==> config.mk <==
export PLATFORM = sky130hd
export DESIGN_NAME = mem_arbiter
export DESIGN_NICKNAME = d
export VERILOG_FILES = /design/src/rtl/mem_arbiter.sv
export SDC_FILE = /design/constraint.sdc
export NUM_CORES = 1
export LEC_CHECK = 0
export ABC_AREA = 1
export CAP_MARGIN = 10
export CORE_AREA = 2 2 83 65
export DETAILED_ROUTE_END_ITERATION = 12
export DIE_AREA = 0 0 85 67
export PLACE_DENSITY = 0.83
export SLEW_MARGIN = 20
export SYNTH_ARGS = -nofsm -noshare
export SYNTH_HDL_FRONTEND = slang
export SYNTH_SLANG_ARGS = --single-unit
==> constraint.sdc <==
create_clock -name clk -period 2.7 [get_ports clk]
set_input_delay 0.81 -clock clk [delete_from_list [all_inputs] [get_ports clk]]
set_output_delay 0.81 -clock clk [all_outputs]
set_load 0.03 [all_outputs]
==> src/rtl/mem_arbiter.sv <==
// mem_arbiter: round-robin two-port (I/D) arbiter in front of the shared main
// memory. Supports port locking for line fills/evictions and routes read data
// back through a fixed-latency {valid, owner} tag pipeline.
module mem_arbiter #(
  parameter int RD_LAT = 2
) (
  input  logic        clk,
  input  logic        rst,
  // port I (instruction cache)
  input  logic        i_rd,
  input  logic        i_wr,
  input  logic        i_lock,
  input  logic [15:0] i_addr,
  input  logic [15:0] i_wdata,
  output logic        i_gnt,
  output logic        i_rvalid,
  output logic [15:0] i_rdata,
  // port D (data cache)
  input  logic        d_rd,
  input  logic        d_wr,
  input  logic        d_lock,
  input  logic [15:0] d_addr,
  input  logic [15:0] d_wdata,
  output logic        d_gnt,
  output logic        d_rvalid,
  output logic [15:0] d_rdata,
  // memory side
  output logic [15:0] mem_addr,
  output logic [15:0] mem_data_in,
  output logic        mem_read,
  output logic        mem_write,
  input  logic [15:0] mem_data_out,
  input  logic        mem_stall,
  output logic        err
);

  typedef enum logic [1:0] {IDLE, LOCK_I, LOCK_D} state_t;

  state_t state_q, state_d;
  logic   last_q;              // last winner: 0 = I, 1 = D
  logic   i_valid, d_valid;
  logic   i_bad, d_bad;
  logic   sel_i, sel_d;
  logic   rd_accept;

  logic [RD_LAT-1:0] pipe_valid;
  logic [RD_LAT-1:0] pipe_owner; // 0 = I, 1 = D
  logic              ret_valid;

  // exactly one of rd/wr makes a request; both at once is a protocol error
  assign i_valid = i_rd ^ i_wr;
  assign d_valid = d_rd ^ d_wr;
  assign i_bad   = i_rd & i_wr;
  assign d_bad   = d_rd & d_wr;

  // port selection and next-state logic
  always_comb begin
    // NOTE: every signal gets a default first so no path can infer a latch.
    sel_i   = 1'b0;
    sel_d   = 1'b0;
    state_d = state_q;
    unique case (state_q)
      IDLE: begin
        if (i_valid && d_valid) begin
          // tie: the port that did not win last time goes first
          sel_i = last_q;
          sel_d = ~last_q;
        end else begin
          sel_i = i_valid;
          sel_d = d_valid;
        end
      end
      LOCK_I:  sel_i = i_valid;
      LOCK_D:  sel_d = d_valid;
      default: ;
    endcase
    if (rst) begin
      sel_i = 1'b0;
      sel_d = 1'b0;
    end

    i_gnt = sel_i & ~mem_stall;
    d_gnt = sel_d & ~mem_stall;

    // the owner may still be granted in the cycle its lock drops
    unique case (state_q)
      IDLE: begin
        if (i_gnt && i_lock)      state_d = LOCK_I;
        else if (d_gnt && d_lock) state_d = LOCK_D;
      end
      LOCK_I:  if (!i_lock) state_d = IDLE;
      LOCK_D:  if (!d_lock) state_d = IDLE;
      default: state_d = IDLE;
    endcase
  end

  // selected port drives the memory bus; nothing selected drives zeros
  always_comb begin
    mem_addr    = 16'h0000;
    mem_data_in = 16'h0000;
    mem_read    = 1'b0;
    mem_write   = 1'b0;
    if (sel_i) begin
      mem_addr    = i_addr;
      mem_data_in = i_wdata;
      mem_read    = i_rd;
      mem_write   = i_wr;
    end else if (sel_d) begin
      mem_addr    = d_addr;
      mem_data_in = d_wdata;
      mem_read    = d_rd;
      mem_write   = d_wr;
    end
  end

  assign rd_accept = (i_gnt & i_rd) | (d_gnt & d_rd);

  // FSM state, fairness pointer and sticky error flag
  always_ff @(posedge clk) begin
    // NOTE: registered state uses non-blocking assignments so every flop
    // samples pre-edge values regardless of statement order.
    if (rst) begin
      state_q <= IDLE;
      last_q  <= 1'b0;
      err     <= 1'b0;
    end else begin
      state_q <= state_d;
      if (i_gnt)      last_q <= 1'b0;
      else if (d_gnt) last_q <= 1'b1;
      if (i_bad || d_bad) err <= 1'b1;
    end
  end

  // read-return tag pipeline: shifts every cycle, stage 0 takes the accepted read
  always_ff @(posedge clk) begin
    if (rst) begin
      // clearing valid bits drops in-flight reads on reset
      pipe_valid <= '0;
      pipe_owner <= '0;
    end else begin
      for (int k = RD_LAT - 1; k > 0; k--) begin
        pipe_valid[k] <= pipe_valid[k-1];
        pipe_owner[k] <= pipe_owner[k-1];
      end
      pipe_valid[0] <= rd_accept;
      pipe_owner[0] <= d_gnt;
    end
  end

  // last pipeline stage steers memory read data to its owner
  assign ret_valid = pipe_valid[RD_LAT-1] & ~rst;
  assign i_rvalid  = ret_valid & ~pipe_owner[RD_LAT-1];
  assign d_rvalid  = ret_valid &  pipe_owner[RD_LAT-1];
  assign i_rdata   = i_rvalid ? mem_data_out : 16'h0000;
  assign d_rdata   = d_rvalid ? mem_data_out : 16'h0000;

endmodule

# Yosys cells after proc, flatten, opt, wreduce, memory -nomap -nowiden
# Index checks and enable logic that the tools add are counted.
[classes]
mux = 21
n_eq_ne = 5
n_reduce_logical = 7
bitwise = 16
[ops]
columns = ["operator", "n"]
rows = [
  ["$mux 16", 6],
  ["$and 1x1->1", 9],
  ["$mux 1", 8],
  ["$mux 2", 4],
  ["$pmux 2 s3", 1],
  ["$ne 2x2->1 const B", 2],
  ["$not 1->1", 4],
  ["$pmux 1 s2", 2],
  ["$logic_and 1x1->1", 3],
  ["$ne 3x3->1 const B", 1],
  ["$reduce_and 3->1", 1],
  ["$eq 2x1->1 const B", 1],
  ["$eq 2x2->1 const B", 1],
  ["$logic_not 2->1", 1],
  ["$reduce_or 2->1", 1],
  ["$xor 1x1->1", 2],
  ["$logic_or 1x1->1", 1],
  ["$or 1x1->1", 1],
]
[word_totals]
regBits = 8
output_inout_bits = 71
wordCells = 54

# Depth between registers and ports, before layout
[depth]
ltp_word = 10
mapped_depth = 8
depth_no_buf = 8

# Worst setup path before layout
# No wires, ideal clock.
[synth_timing]
kind = "input -> output"
start = "input port rst"
end = "output port i_rdata[10]"
path_slack_ns = -0.613
stages = 5
arrival_ns = 2.503
n_path_buf = 2
path_cell_list = "buf_6 nor3_1 inv_2 buf_6 nor2_1"
[synth_between]
elab_chain_cells = 4
[synth_lines]
columns = ["element", "line", "rtl"]
rows = [
  ["start: declaration", "8", "input logic rst,"],
  ["$not 1->1", "151", "assign ret_valid = pipe_valid[RD_LAT-1] & ~rst;"],
  ["$and 1x1->1", "151", ""],
  ["$and 1x1->1", "152", "assign i_rvalid = ret_valid & ~pipe_owner[RD_LAT-1];"],
  ["net i_rvalid", "16", "output logic i_rvalid,"],
  ["$mux 16", "154", "assign i_rdata = i_rvalid ? mem_data_out : 16'h0000;"],
  ["end: declaration", "17", "output logic [15:0] i_rdata,"],
]
# The timed path passes the listed nets, and every way through them passes these cells.

# Final worst setup path
[layout_timing]
start = "input port i_wr"
end = "output port mem_read"
[layout_between]
elab_chain_cells = 7
elab_cells_between_ends = 10
cone_classes = "8 x mux; 1 x bitwise; 1 x reduce/logical"
[layout_lines]
columns = ["element", "line", "rtl"]
rows = [
  ["start: declaration", "11", "input logic i_wr,"],
  ["$xor 1x1->1 *", "51", "assign i_valid = i_rd ^ i_wr;"],
  ["$logic_and 1x1->1", "64", "if (i_valid && d_valid) begin"],
  ["$mux 1", "64", ""],
  ["$pmux 1 s2", "62", "unique case (state_q)"],
  ["$mux 1", "77", "if (rst) begin"],
  ["$mux 1", "108", "end else if (sel_d) begin"],
  ["$mux 1 *", "103", "if (sel_i) begin"],
  ["end: declaration", "30", "output logic mem_read,"],
]
# Every way passes the cells marked *; elsewhere a longest branch is shown, timed or not.

==> flow_metrics.tcl <==
set metrics [dict create \
    cellPowerDensity_nw_per_um2 271.6 \
    port_buffers 159 \
    grt_max_degree 32 \
    synth_cell_types 21 \
    final_util_pct 72.62 \
    maxCapViolCount 0 \
    netlist_instances 225 \
    synth.avg_cell_area_um2 5.316 \
    yosys-top-cells-area "nand3_1, dfxtp_1, nand2_1" \
    fp.dieW_um 85 \
    cts_hold_buf 0 \
    start_util_pct 24.83 \
    fin_skew_ns 0.001730 \
    switching_share_pct 40.73 \
    timing.final.ws_setup_ns -0.1184 \
    synth.most_common_cell "nand3_1" \
    dpl_worst_slack_ns -0.4609 \
    rows 22 \
    n_antenna_cell 0 \
    cp-startpoint "i_wr" \
    total_power_uw 950.3 \
    yosysWarnings 0 \
    timing.rr.end "pipe_valid[0]" \
    yosysTopAreaCellShare_pct 29.29 \
    cpPeakStageDelay_ns 0.25 \
    clockBufferDepth 2 \
    critPathLaunchType "primary input" \
    finalCritPeriodShare_pct 104.4 \
    hold_viol_final 0 \
    wl_per_cell_um 14.76 \
    clk_pin_slew_ns 0.04 \
    max_freq_mhz 354.8 \
    antenna_found_initial 0 \
    drtIter0Drc 34 \
    fillCellCount 376 \
    numCtsBuffers 3 \
    core_area_um2 4817 \
    vias_per_cell 4.789 \
    crit_type "primary input to output port" \
    intPower_uw 563.2 \
    io_pins 160 \
    worst_pin_slew_ns 0.3083 \
    synth_top_flop_cell "dfxtp_1" \
    layout.cells.non_filler 459 \
    htree_levels 1 \
    grt.overflow.total 0 \
    pwr-share-clk_pct 14.8 \
    finalMaxSlewViolations 0 \
    period_needed_ns 2.818 \
    ys_seq_area_share_pct 13.39 \
    gp_congestion 0.7818 \
    place_area_um2 2939 \
    final_area_um2 3498 \
    ant_nets 0 \
    dpl.hpwl_um 4553 \
    synth-seq-cells 8 \
    grt_pass1_wl_um 10130 \
    first_global_vias 2198 \
    violations "setup timing" \
    wl_um 6773 \
    timing.rr.start "state_q[1]" \
    reg2regPathDepth 9 \
    track_usage_pct 22.03 \
    hold_class "register to register" \
    r2r_setup_slack_ns 1.34 \
    die_height_um 67 \
    peakVddDrop_uv 262.6 \
    critPathMaxFanout 5 \
    p_seq_share_pct 13.5 \
    slew-limit-headroom_pct 79.39 \
    vias 2198 \
    slowest_stage "ha_4" \
    synth_top_area_cell "nand3_1" \
    post-route-drc-count 0 \
    syn_area_um2 1196 \
    drive_gt1_share_pct 47.37 \
    p_sw_uw 387.1 \
    end_kind "output port" \
    endpoint "mem_read" \
    cts_tree "yes" \
    cts_sinks 8 \
    rsz0062_at_grt "yes" \
    clk_latency_ns 0.23 \
    status "complete, but fails checks" \
    tns_ns -2.194 \
    comb_power_share_pct 71.8 \
    dieArea_um2 5695 \
    crit_chain "buf_8 > ha_4 > nor3b_4 > buf_6 > buf_12 > buf_12 > nand3_4 > o21ai_4 > buf_6" \
    cts-root-buf "clkbuf_8" \
    synthArstFlopShare_pct 0 \
    setup_viol 35 \
    area_delta_synth_final_pct 192.5 \
    critPathArrivalTime_ns 2.01 \
    power.leakage_nw 1.663 \
    synth_nets 316 \
    nets 492 \
    synthTopCellsByCount "nand3_1, nand2_1, nor2_1, inv_1, dfxtp_1" \
    first_pass_iters 4 \
    synth_edf_count 0 \
    holdWs_ns 0.3996 \
    post-place-cells 445 \
    cp.required_ns 1.89 \
]
## per-layer routing
layer | wire length, um | global-route usage, % | part of all wire, %
met5 | 0 | 0 | 0
met4 | 125 | 6.746 | 1.8
met3 | 464 | 4.957 | 6.9
met2 | 3613 | 41.41 | 53
met1 | 2570 | 24.84 | 38
## logic make-up after synthesis
kind of cell / count (synthesis) / share of synthesized area, %
compound gates: 5 / 2.406
fa+ha+maj: 2 / 2.092
buf+inv: 48 / 18.62
flops: 8 / 13.39
simple gates: 162 / 63.49
## power groups by stage
stage                     Sequential (mW)  Combinational [mW]  Clock [mW]
after floorplan                     0.132               0.279           0
final                               0.128               0.682       0.140
after global placement              0.130               0.540           0
after detailed placement            0.130               0.545           0
after CTS                           0.128               0.683       0.143
after global routing                0.129               0.720       0.153
## layout by cell type (no fill, tap or decap), drive strengths merged
| cell | count |
|---|---|
| clkdlybuf4s50 | 84 |
| nand4 | 1 |
| dfxtp | 8 |
| buf | 101 |
| nor2 | 42 |
| nor3 | 3 |
| nor3b | 1 |
| a21oi | 4 |
| ha | 2 |
| nand3 | 71 |
| nand2 | 44 |
| o21ai | 1 |
| inv | 33 |
| clkbuf | 4 |
## final cells by class
class / count / area [um2] / share of cell area, %
Inverter: 33 / 126.4 / 3.612
Sequential cell: 8 / 160.2 / 4.578
Timing Repair Buffer: 186 / 1921 / 54.90
Multi-Input combinational cell: 169 / 1175 / 33.58
Tap cell: 60 / 75.07 / 2.146
Clock buffer: 3 / 41.29 / 1.180
## flip-flops by register name, indices dropped and copies added (netlist names)
register and count:
pipe_valid 2, state_q 2, err 1, pipe_owner 2, last_q 1
## critical path: cells and delay by family
family | cells | cell delay (ns)
compound gates | 1 | 0.07
fa+ha+maj | 1 | 0.25
buf+inv | 5 | 0.61
simple gates | 2 | 0.26
## what timing repair did
| action | 4_1_cts | 5_1_grt |
|---|---|---|
| cloned | 5 | 1 |
| buffers inserted | 9 | 0 |
| setup endpoints to repair | 70 | 58 |
| resized for setup | 93 | 23 |
| pin swaps | 12 | 8 |
## how the worst min path moves through the flow
| stage | startpoint | endpoint | depth (start not counted) |
|---|---|---|---|
| final | pipe_owner[0] | pipe_owner[1] | 2 |
| after global routing | pipe_owner[0] | pipe_owner[1] | 2 |
| after CTS | pipe_owner[0] | pipe_owner[1] | 2 |
| after detailed placement | pipe_owner[0] | pipe_owner[1] | 2 |
| after global placement | pipe_valid[0] | pipe_valid[1] | 2 |
| after floorplan | pipe_owner[0] | pipe_owner[1] | 2 |
Power figures use the tool's default switching activity.
